===== config.mk =====
export PLATFORM = sky130hd
export DESIGN_NAME = apb_rdata_packer_flat
export DESIGN_NICKNAME = d
export VERILOG_FILES = /design/src/rtl/apb_bridge_pkg.sv /design/src/rtl/apb_rdata_packer_if.sv /design/src/rtl/apb_rdata_packer_rdata_lane_demux.sv /design/src/rtl/apb_rdata_packer.sv /design/src/flat_wrapper.sv
export SDC_FILE = /design/constraint.sdc
export NUM_CORES = 1
export LEC_CHECK = 0
export CAP_MARGIN = 10
export CORE_ASPECT_RATIO = 1.1
export CORE_MARGIN = 3
export CORE_UTILIZATION = 50
export CTS_BUF_LIST = sky130_fd_sc_hd__clkbuf_4
export CTS_CLUSTER_DIAMETER = 30
export DETAILED_ROUTE_END_ITERATION = 10
export PLACE_DENSITY = 0.75
export SYNTH_ARGS = -nofsm -noshare
export SYNTH_HDL_FRONTEND = slang
export SYNTH_SLANG_ARGS = --single-unit

===== constraint.sdc =====
create_clock -name PCLK -period 2.6 [get_ports PCLK]
set_clock_uncertainty 0.2 [all_clocks]
set_input_delay 0.26 -clock PCLK [delete_from_list [all_inputs] [get_ports PCLK]]
set_output_delay 0.26 -clock PCLK [all_outputs]
set_load 0.03 [all_outputs]

===== src/rtl/apb_bridge_pkg.sv =====
// Shared AHB-to-APB bridge types and elaboration helpers.
// Latency: n/a (package only).
// Backpressure: n/a.
package apb_bridge_pkg;

   // Read-data packer state; IDLE must encode as 0.
   typedef enum logic {
      ST_IDLE    = 1'b0,
      ST_COLLECT = 1'b1
   } rd_state_e;

   // Ceiling log2 for elaboration-time sizing; clog2(1) = 0.
   function automatic int clog2(input int v);
      int r;
      r = 0;
      while ((1 << r) < v) r = r + 1;
      return r;
   endfunction

   // Number of bytes moved by an AHB transfer of the given HSIZE.
   function automatic int hsize_bytes(input logic [2:0] hsize);
      return 1 << hsize;
   endfunction

endpackage


===== src/rtl/apb_rdata_packer_if.sv =====
// Bus bundle between the APB master/AHB side and the read-data packer.
// Latency: n/a (wires only).
// Backpressure: none; the packer only observes the APB bus.
interface apb_rdata_packer_if
   import apb_bridge_pkg::*;
#(
   parameter int AHB_DW = 32,
   parameter int APB_DW = 8
);
   localparam int RATIO  = AHB_DW / APB_DW;
   localparam int LANE_W = (RATIO > 1) ? clog2(RATIO) : 1;

   logic              i_start;
   logic [2:0]        i_hsize;
   logic [LANE_W-1:0] i_haddr_lane;
   logic              i_PSEL;
   logic              i_PENABLE;
   logic              i_PWRITE;
   logic              i_PREADY;
   logic              i_PSLVERR;
   logic [APB_DW-1:0] i_PRDATA;
   logic [AHB_DW-1:0] o_HRDATA;
   logic              o_rdata_valid;
   logic              o_rdata_err;
   logic              o_busy;
   logic              o_abort;

   modport master (
      output i_start, i_hsize, i_haddr_lane,
      output i_PSEL, i_PENABLE, i_PWRITE, i_PREADY, i_PSLVERR, i_PRDATA,
      input  o_HRDATA, o_rdata_valid, o_rdata_err, o_busy, o_abort
   );

   modport slave (
      input  i_start, i_hsize, i_haddr_lane,
      input  i_PSEL, i_PENABLE, i_PWRITE, i_PREADY, i_PSLVERR, i_PRDATA,
      output o_HRDATA, o_rdata_valid, o_rdata_err, o_busy, o_abort
   );
endinterface


===== src/rtl/apb_rdata_packer_rdata_lane_demux.sv =====
// Decodes the current APB lane index into one-hot write strobes for the shadow word.
// Latency: combinational.
// Backpressure: none; strobes are all-zero when en_i is low.
module rdata_lane_demux #(
   parameter int RATIO  = 4,
   parameter int LANE_W = 2
) (
   input  logic [LANE_W-1:0] lane_i,
   input  logic              en_i,
   output logic [RATIO-1:0]  strb_o
);

   // One strobe per lane, raised only for the selected lane on an accepted beat.
   always_comb begin
      strb_o = '0;
      for (int i = 0; i < RATIO; i++) begin
         if (en_i && (lane_i == LANE_W'(i))) strb_o[i] = 1'b1;
      end
   end

endmodule


===== src/rtl/apb_rdata_packer.sv =====
// Packs APB read beats into an AHB-wide HRDATA word; APB_RDATA_ERR_ABORT_EN ends a read on the first PSLVERR.
// Latency: word, valid and error register on the edge that accepts the last beat.
// Backpressure: follows the APB bus; wait states (PREADY=0) simply stall collection.
module apb_rdata_packer
   import apb_bridge_pkg::*;
#(
   parameter int AHB_DW = 32,
   parameter int APB_DW = 8
) (
   input  logic             PCLK,
   input  logic             PRESETn,
   apb_rdata_packer_if.slave bus
);
   localparam int APB_DW_B = APB_DW / 8;
   localparam int RATIO    = AHB_DW / APB_DW;
   localparam int LANE_W   = (RATIO > 1) ? clog2(RATIO) : 1;
   localparam int REM_W    = clog2(RATIO + 1);

   rd_state_e         state_q, state_d;
   logic [LANE_W-1:0] lane_q, lane_d;
   logic [REM_W-1:0]  rem_q, rem_d;
   logic              err_q, err_d;
   logic [AHB_DW-1:0] shadow_q, shadow_d;
   logic [AHB_DW-1:0] hrdata_q, hrdata_d;
   logic              valid_q, valid_d;
   logic              rerr_q, rerr_d;
   logic              abort_d;
   logic              accept;
   logic              end_xfer;
   logic [RATIO-1:0]  strb;
   logic [AHB_DW-1:0] merged;
   logic [REM_W-1:0]  start_beats;
   int                beats_int;

   assign accept = (state_q == ST_COLLECT) & bus.i_PSEL & bus.i_PENABLE
                 & bus.i_PREADY & ~bus.i_PWRITE;

   rdata_lane_demux #(
      .RATIO  (RATIO),
      .LANE_W (LANE_W)
   ) u_demux (
      .lane_i (lane_q),
      .en_i   (accept),
      .strb_o (strb)
   );

   // Shadow word with the current beat dropped into its strobed lane.
   always_comb begin
      merged = shadow_q;
      for (int i = 0; i < RATIO; i++) begin
         if (strb[i]) merged[i*APB_DW +: APB_DW] = bus.i_PRDATA;
      end
   end

   // Beat count for the requested size: at least one, never more than fits the word.
   always_comb begin
      beats_int = hsize_bytes(bus.i_hsize) / APB_DW_B;
      if (beats_int < 1)     beats_int = 1;
      if (beats_int > RATIO) beats_int = RATIO;
      start_beats = REM_W'(beats_int);
   end

   // Next-state and next-output logic for the collect FSM.
   always_comb begin
      state_d  = state_q;
      lane_d   = lane_q;
      rem_d    = rem_q;
      err_d    = err_q;
      shadow_d = shadow_q;
      hrdata_d = hrdata_q;
      valid_d  = 1'b0;
      rerr_d   = 1'b0;
      abort_d  = 1'b0;
      end_xfer = 1'b0;
      case (state_q)
         ST_IDLE: begin
            if (bus.i_start) begin
               state_d  = ST_COLLECT;
               rem_d    = start_beats;
               lane_d   = (RATIO > 1) ? bus.i_haddr_lane : '0;
               err_d    = 1'b0;
               shadow_d = '0;
            end
         end
         ST_COLLECT: begin
            if (accept) begin
               shadow_d = merged;
               lane_d   = (lane_q == LANE_W'(RATIO - 1)) ? '0 : lane_q + 1'b1;
               rem_d    = rem_q - 1'b1;
               err_d    = err_q | bus.i_PSLVERR;
               end_xfer = (rem_q == REM_W'(1));
`ifdef APB_RDATA_ERR_ABORT_EN
               // An errored beat closes the word immediately with the lanes seen so far.
               if (bus.i_PSLVERR) begin
                  abort_d  = 1'b1;
                  end_xfer = 1'b1;
               end
`endif
               if (end_xfer) begin
                  hrdata_d = merged;
                  valid_d  = 1'b1;
                  rerr_d   = err_q | bus.i_PSLVERR;
                  state_d  = ST_IDLE;
               end
            end
         end
         default: state_d = ST_IDLE;
      endcase
   end

   // FSM state register.
   always_ff @(posedge PCLK or negedge PRESETn) begin
      if (!PRESETn) state_q <= ST_IDLE;
      else          state_q <= state_d;
   end

   // Lane/count/shadow tracking and the registered AHB-side outputs.
   always_ff @(posedge PCLK or negedge PRESETn) begin
      if (!PRESETn) begin
         lane_q   <= '0;
         rem_q    <= '0;
         err_q    <= 1'b0;
         shadow_q <= '0;
         hrdata_q <= '0;
         valid_q  <= 1'b0;
         rerr_q   <= 1'b0;
      end else begin
         lane_q   <= lane_d;
         rem_q    <= rem_d;
         err_q    <= err_d;
         shadow_q <= shadow_d;
         hrdata_q <= hrdata_d;
         valid_q  <= valid_d;
         rerr_q   <= rerr_d;
      end
   end

`ifdef APB_RDATA_ERR_ABORT_EN
   logic abort_q;

   // Abort request pulse, aligned with the valid pulse of the truncated word.
   always_ff @(posedge PCLK or negedge PRESETn) begin
      if (!PRESETn) abort_q <= 1'b0;
      else          abort_q <= abort_d;
   end

   assign bus.o_abort = abort_q;
`else
   assign bus.o_abort = 1'b0;
`endif

   assign bus.o_HRDATA      = hrdata_q;
   assign bus.o_rdata_valid = valid_q;
   assign bus.o_rdata_err   = rerr_q;
   assign bus.o_busy        = (state_q == ST_COLLECT);

endmodule


===== src/flat_wrapper.sv =====
// flat-port wrapper written by rule: the top's interface ports become plain ports
module apb_rdata_packer_flat import apb_bridge_pkg::*;
#(
   parameter int AHB_DW = 32,
   parameter int APB_DW = 8
)
  (PCLK, PRESETn, bus_i_start, bus_i_hsize, bus_i_haddr_lane, bus_i_PSEL, bus_i_PENABLE, bus_i_PWRITE, bus_i_PREADY, bus_i_PSLVERR, bus_i_PRDATA, bus_o_HRDATA, bus_o_rdata_valid, bus_o_rdata_err, bus_o_busy, bus_o_abort);
  apb_rdata_packer_if #(.AHB_DW(AHB_DW), .APB_DW(APB_DW)) bus_i ();
  input  logic PCLK;
  input  logic PRESETn;
  input wire logic [$bits(bus_i.i_start)-1:0] bus_i_start;
  input wire logic [$bits(bus_i.i_hsize)-1:0] bus_i_hsize;
  input wire logic [$bits(bus_i.i_haddr_lane)-1:0] bus_i_haddr_lane;
  input wire logic [$bits(bus_i.i_PSEL)-1:0] bus_i_PSEL;
  input wire logic [$bits(bus_i.i_PENABLE)-1:0] bus_i_PENABLE;
  input wire logic [$bits(bus_i.i_PWRITE)-1:0] bus_i_PWRITE;
  input wire logic [$bits(bus_i.i_PREADY)-1:0] bus_i_PREADY;
  input wire logic [$bits(bus_i.i_PSLVERR)-1:0] bus_i_PSLVERR;
  input wire logic [$bits(bus_i.i_PRDATA)-1:0] bus_i_PRDATA;
  output wire logic [$bits(bus_i.o_HRDATA)-1:0] bus_o_HRDATA;
  output wire logic [$bits(bus_i.o_rdata_valid)-1:0] bus_o_rdata_valid;
  output wire logic [$bits(bus_i.o_rdata_err)-1:0] bus_o_rdata_err;
  output wire logic [$bits(bus_i.o_busy)-1:0] bus_o_busy;
  output wire logic [$bits(bus_i.o_abort)-1:0] bus_o_abort;
  assign bus_i.i_start = bus_i_start;
  assign bus_i.i_hsize = bus_i_hsize;
  assign bus_i.i_haddr_lane = bus_i_haddr_lane;
  assign bus_i.i_PSEL = bus_i_PSEL;
  assign bus_i.i_PENABLE = bus_i_PENABLE;
  assign bus_i.i_PWRITE = bus_i_PWRITE;
  assign bus_i.i_PREADY = bus_i_PREADY;
  assign bus_i.i_PSLVERR = bus_i_PSLVERR;
  assign bus_i.i_PRDATA = bus_i_PRDATA;
  assign bus_o_HRDATA = bus_i.o_HRDATA;
  assign bus_o_rdata_valid = bus_i.o_rdata_valid;
  assign bus_o_rdata_err = bus_i.o_rdata_err;
  assign bus_o_busy = bus_i.o_busy;
  assign bus_o_abort = bus_i.o_abort;
  apb_rdata_packer #(.AHB_DW(AHB_DW), .APB_DW(APB_DW)) u_core (.PCLK(PCLK), .PRESETn(PRESETn), .bus(bus_i));
endmodule

# --- Yosys cells after proc, flatten, opt, wreduce, memory -nomap -nowiden ---
# Cells that the tools add are included.
totals:
  elab_cells: 66
  register_bits: 73
op_classes:
  n_shift: 1
  n_bitwise: 7
  addsub: 2
  muxes: 33
  magnitude_cmp: 2
  n_reduce_logical: 7
  n_eq_ne: 6
op_table:
  columns: ["operator", "count"]
  rows:
  - ["2-to-1 mux 32 bit", 3]
  - ["case mux 32 bit (2 select lines)", 1]
  - ["greater-than comparator 32 x 4 -> 1 bit (second input constant)", 1]
  - ["less-than comparator 32 x 2 -> 1 bit (second input constant)", 1]
  - ["2-to-1 mux 8 bit", 4]
  - ["left shift 1 x 3 -> 32 bit (first input constant)", 1]
  - ["2-to-1 mux 1 bit", 15]
  - ["2-to-1 mux 3 bit", 3]
  - ["2-to-1 mux 2 bit", 3]
  - ["case mux 3 bit (2 select lines)", 1]
  - ["bitwise AND 1 bit", 4]
  - ["== test 2 bit (second input constant)", 2]
  - ["logical AND 1 bit", 4]
  - ["inequality test 2 bit (second input constant)", 2]
  - ["case mux 1 bit (2 select lines)", 2]
  - ["case mux 2 bit (2 select lines)", 1]
  - ["== test 3 x 1 -> 1 bit (second input constant)", 1]
  - ["AND reduction 3 bit", 1]
  - ["subtractor 3 x 1 -> 3 bit (second input constant)", 1]
  - ["adder 2 x 1 -> 2 bit (second input constant)", 1]
  - ["== test 2 x 1 -> 1 bit (second input constant)", 1]
  - ["zero test 2 bit", 1]
  - ["NOT 1 bit", 2]
  - ["AND reduction 2 bit", 1]
  - ["OR 1 bit", 1]

# --- Logic depth before layout (Yosys ltp) ---
depth:
  ltp_word: 9
  mapped_depth: 6

# --- By module ---
# Synthesis repeated with hierarchy kept, for this count alone.
unflattened:
  cells_unflattened: 311
  area_unflattened_um2: 3452.1
modules_own_cells:
  columns: ["mod", "area_each_um2", "instances", "cells_per_inst"]
  rows:
  - ["apb_rdata_packer", 3414.5, 1, 307]
  - ["rdata_lane_demux", 37.5, 1, 4]

# --- Least setup slack after synthesis ---
# OpenSTA, ideal clock, no wires.
synth_timing:
  path_kind: "register -> register"
  startpoint: "register u_core.lane_q[0]"
  endpoint: "register u_core.hrdata_q[16] (netlist: u_core.bus.o_HRDATA[16])"
  path_stages_with_launch: 6
  slack_ns: 0.762
  arrival_ns: 1.513
  synth_period_minus_slack_ns: 1.838
  n_path_buf: 1
  cell_sequence: "dfrtp_1 > inv_1 > ha_1 > clkbuf_1 > mux2_2 > mux2_4"
synth_via:
  elab_chain_cells: 4
synth_rtl:
  columns: ["item", "line_no", "source"]
  rows:
  - ["start, declared", "apb_rdata_packer.sv:20", "logic [LANE_W-1:0] lane_q, lane_d;"]
  - ["start signal, assigned", "apb_rdata_packer.sv:128", "lane_q <= lane_d;"]
  - ["== test 2 bit", "apb_rdata_packer_rdata_lane_demux.sv:17", "if (en_i && (lane_i == LANE_W'(i))) strb_o[i] = 1'b1;"]
  - ["logical AND 1 bit", "apb_rdata_packer_rdata_lane_demux.sv:17", null]
  - ["2-to-1 mux 1 bit", "apb_rdata_packer_rdata_lane_demux.sv:17", null]
  - ["2-to-1 mux 8 bit", "apb_rdata_packer.sv:51", "if (strb[i]) merged[i*APB_DW +: APB_DW] = bus.i_PRDATA;"]
  - ["end signal, assigned", "apb_rdata_packer.sv:132", "hrdata_q <= hrdata_d;"]
  - ["end, declared", "apb_rdata_packer.sv:24", "logic [AHB_DW-1:0] hrdata_q, hrdata_d;"]
# No other way between the ends.
# A chain may end at the register's enable or synchronous reset.

# --- Worst setup path in the final report ---
layout_timing:
  startpoint: "register u_core.state_q (netlist: u_core.bus.o_busy)"
  endpoint: "output bus_o_busy"
layout_lines:
  columns: ["item", "line_no", "source"]
  rows:
  - ["start, declared", "apb_rdata_packer.sv:19", "rd_state_e state_q, state_d;"]
  - ["start signal, assigned", "apb_rdata_packer.sv:114", "else state_q <= state_d;"]
  - ["end, declared", "flat_wrapper.sv:23", "output wire logic [$bits(bus_i.o_busy)-1:0] bus_o_busy;"]
# No word-level cell between the ends.

==> impl_metrics.py <==
metrics = {
    "status": {
        "outcome": "complete, no violations",
    },
    "critical_path": {
        "path_class": "flop to primary output",
        "crit_buf_inv": 1,
        "path_cells": "clkdlybuf4s50_1",
        "worstPathRequired_ns": 2.14,
        "cp.arrival_ns": 1.86,
        "startpoint_type": "flop",
        "r2r_cells": 4,
        "critPathMaxFanout": 21,
        "crit_family": "buffers and inverters",
        "r2r_start": "u_core.bus.o_busy",
        "rrSetupSlack_ns": 0.58,
        "end_kind": "primary output",
        "slowest_stage": "clkdlybuf4s50_1",
        "cpPeakStageDelay_ns": 0.78,
        "worst_r2r_endpoint": "u_core.shadow_q[17]",
    },
    "final_layout": {
        "syn2layout_area_growth_pct": 23.6,
        "n_fill_cell": 513,
        "nNetsFinal": 364,
        "ff_latch_area_mm2": 0.00183,
        "utilization_pct": 65.6,
        "multiInputGateArea_mm2": 0.00158,
        "drive_gt1_share_pct": 28.1,
        "diodes": 0,
        "final_area_mm2": 0.00443,
    },
    "cts": {
        "holdBufCountCts": 1,
        "clockBufferDepth": 2,
        "root_buffer": "clkbuf_4",
        "cts_sinks": 73,
        "cts-buffers-inserted": 9,
        "clk_pin_slew_ns": 0.12,
        "clk-insertion-delay-late_ns": 0.40,
        "post_cts_resized": 0,
        "cts_setup_buffers": 0,
        "cts_tree": "built",
        "cts-htree-levels": 3,
    },
    "placement": {
        "place.gp.congestion": 0.793,
        "postPlaceCellArea_mm2": 0.00424,
        "dp_hpwl_mm": 4.93,
        "io_buffers": 55,
    },
    "timing": {
        "max_slew_margin_pct": 61.3,
        "finalHoldViolCount": 0,
        "setup_violations": 0,
        "fin_crit_ns": 2.32,
        "tns_ns": 0,
        "rsz0062_at_grt": "no",
        "max_freq_mhz": 431,
        "drv_slew": 0,
        "holdWs_ns": 0.186,
        "tightest_slew_ns": 0.581,
        "period_share_pct": 89.3,
    },
    "power": {
        "pwr-share-seq_pct": 44.0,
        "leakage_uw": 0.00204,
        "powerDensity_mw_per_mm2": 797,
        "p_int_uw": 2480,
        "finalPower_uw": 3530,
        "ir_drop_v": 0.000449,
        "combPwrFrac_pct": 30.6,
        "switching_share_pct": 29.8,
        "clkPwrFrac_pct": 25.3,
        "power.switching_uw": 1050,
    },
    "grt": {
        "grt_max_degree": 48,
        "grt_usage_pct": 18.8,
        "antenna_found_initial": 0,
        "grt_pass1_wl_mm": 11.8,
        "overflow": 0,
        "grt_pass1_vias": 2348,
    },
    "floorplan": {
        "num_rows": 31,
        "ios": 57,
        "dieArea_mm2": 0.00822,
        "start_util_pct": 53.1,
        "die_h_um": 94.8,
        "core_area_mm2": 0.00675,
        "die_w_um": 86.7,
    },
    "run": {
        "maxCapViolCount": 0,
    },
    "synth": {
        "synthCells": 276,
        "yosys_warnings": 0,
        "yosysSeqAreaShare_pct": 51.0,
        "synth_nets": 303,
        "syn-cell-area_mm2": 0.00358,
        "synth.avg_cell_area_um2": 13.0,
        "ys_seq_elements": 73,
        "ys_types": 28,
    },
    "drt": {
        "post_drt_wl_per_cell_um": 16.7,
        "drc": 0,
        "finalWirelength_mm": 7.09,
        "via_per_inst": 5.32,
        "postRouteAntennaNets": 0,
        "first_pass_iters": 4,
        "drt_iter0_drc": 63,
        "num_vias": 2255,
    },
    "worst_hold_path": {
        "min_path_type": "input port to async pin",
    },
}
Yosys cell counts (all sizes together):
library cell   n  area share (%)
o211ai         1            0.21
nand2         33             3.5
a211oi         4            0.84
nor3           1            0.14
a311oi         2            0.49
and4b          2            0.56
mux2i         34             9.5
a32o           1            0.28
a21oi          3            0.42
clkbuf         7            0.73
conb           1            0.10
a2bb2oi        1            0.24
mux2          64              23
a211o          1            0.24
inv           12             1.3
and3           4            0.70
ha             6             2.1
nor2b          3            0.52
buf           14             3.0
o21a           1            0.21
dfrtp         73              51
nor2           6            0.63
nand2b         1            0.17
and3b          1            0.24
flip-flops by register name, indices dropped and copies added, names as in the netlist:
signal,flops
u_core.bus.o_HRDATA,32
u_core.bus.o_rdata_valid,1
u_core.lane_q,2
u_core.rem_q,3
u_core.err_q,1
u_core.bus.o_busy,1
u_core.bus.o_rdata_err,1
u_core.shadow_q,32
cells by family after synthesis:
family,after synthesis,synth area share [%]
multiplexers,98,32.4
flip-flops,73,51.0
AND/OR/NAND/NOR,51,6.43
buffers and inverters,33,4.99
AO/OA/AOI/OAI,14,2.93
adder cells (fa/ha/maj),6,2.10
other,1,0.105
through the flow:
| stage | setup WS, ns | instances |
|---|---|---|
| 2_1_floorplan | 0.762 | 276 |
| 3_3_place_gp | 0.328 | 407 |
| 3_5_place_dp | 0.272 | 407 |
| 4_1_cts | 0.241 | 424 |
| 5_1_grt | 0.120 | 424 |
| 6_report | 0.277 | 424 |
area by class of cell:
type | count | area share, %
Clock buffer | 10 | 1.70
Inverter | 12 | 1.02
Sequential cell | 73 | 41.3
Timing Repair Buffer | 71 | 15.7
Clock inverter | 6 | 2.40
Tap cell | 82 | 2.32
Multi-Input combinational cell | 170 | 35.6
power groups by stage:
| stage | clock [uW] | sequential, uW | combinational [uW] |
|---|---|---|---|
| floorplan | 0 | 1550 | 760 |
| global placement | 0 | 1560 | 1050 |
| detailed placement | 0 | 1570 | 1080 |
| CTS | 912 | 1550 | 1090 |
| global route | 968 | 1590 | 1180 |
| finish | 894 | 1550 | 1080 |
placed cells by master (no fill, tap or decap), drive strengths merged, types with 2 or more instances in the layout:
master / count
bufinv: 3
and3: 4
a311oi: 2
ha: 6
mux2i: 34
nand2: 33
mux2: 64
inv: 12
clkdlybuf4s50: 54
nor2: 6
clkbuf: 10
dfrtp: 73
nor2b: 3
and4b: 2
clkinv: 2
buf: 16
a21oi: 3
a211oi: 4
worst max path at each step:
stage	start	to	slack, ns	depth (start not counted)
global placement	bus_i_PSEL	u_core.bus.o_HRDATA[1]	0.33	5
CTS	u_core.bus.o_busy	bus_o_busy	0.24	1
global route	u_core.bus.o_busy	bus_o_busy	0.12	1
detailed placement	bus_i_PSEL	u_core.bus.o_HRDATA[28]	0.27	5
floorplan	u_core.lane_q[0]	u_core.bus.o_HRDATA[16]	0.76	5
finish	u_core.bus.o_busy	bus_o_busy	0.28	1
per-layer routing:
layer / track usage [%] / routed length [um] / up-vias
met1: 25.7 / 3300 / 1130
met2: 29.7 / 3420 / 53
met4: 5.32 / 41 / 0
met5: 0 / 0 / -
met3: 4.80 / 327 / 2
li1: - / - / 1070
Note: power is estimated with default switching activity, not from simulation.
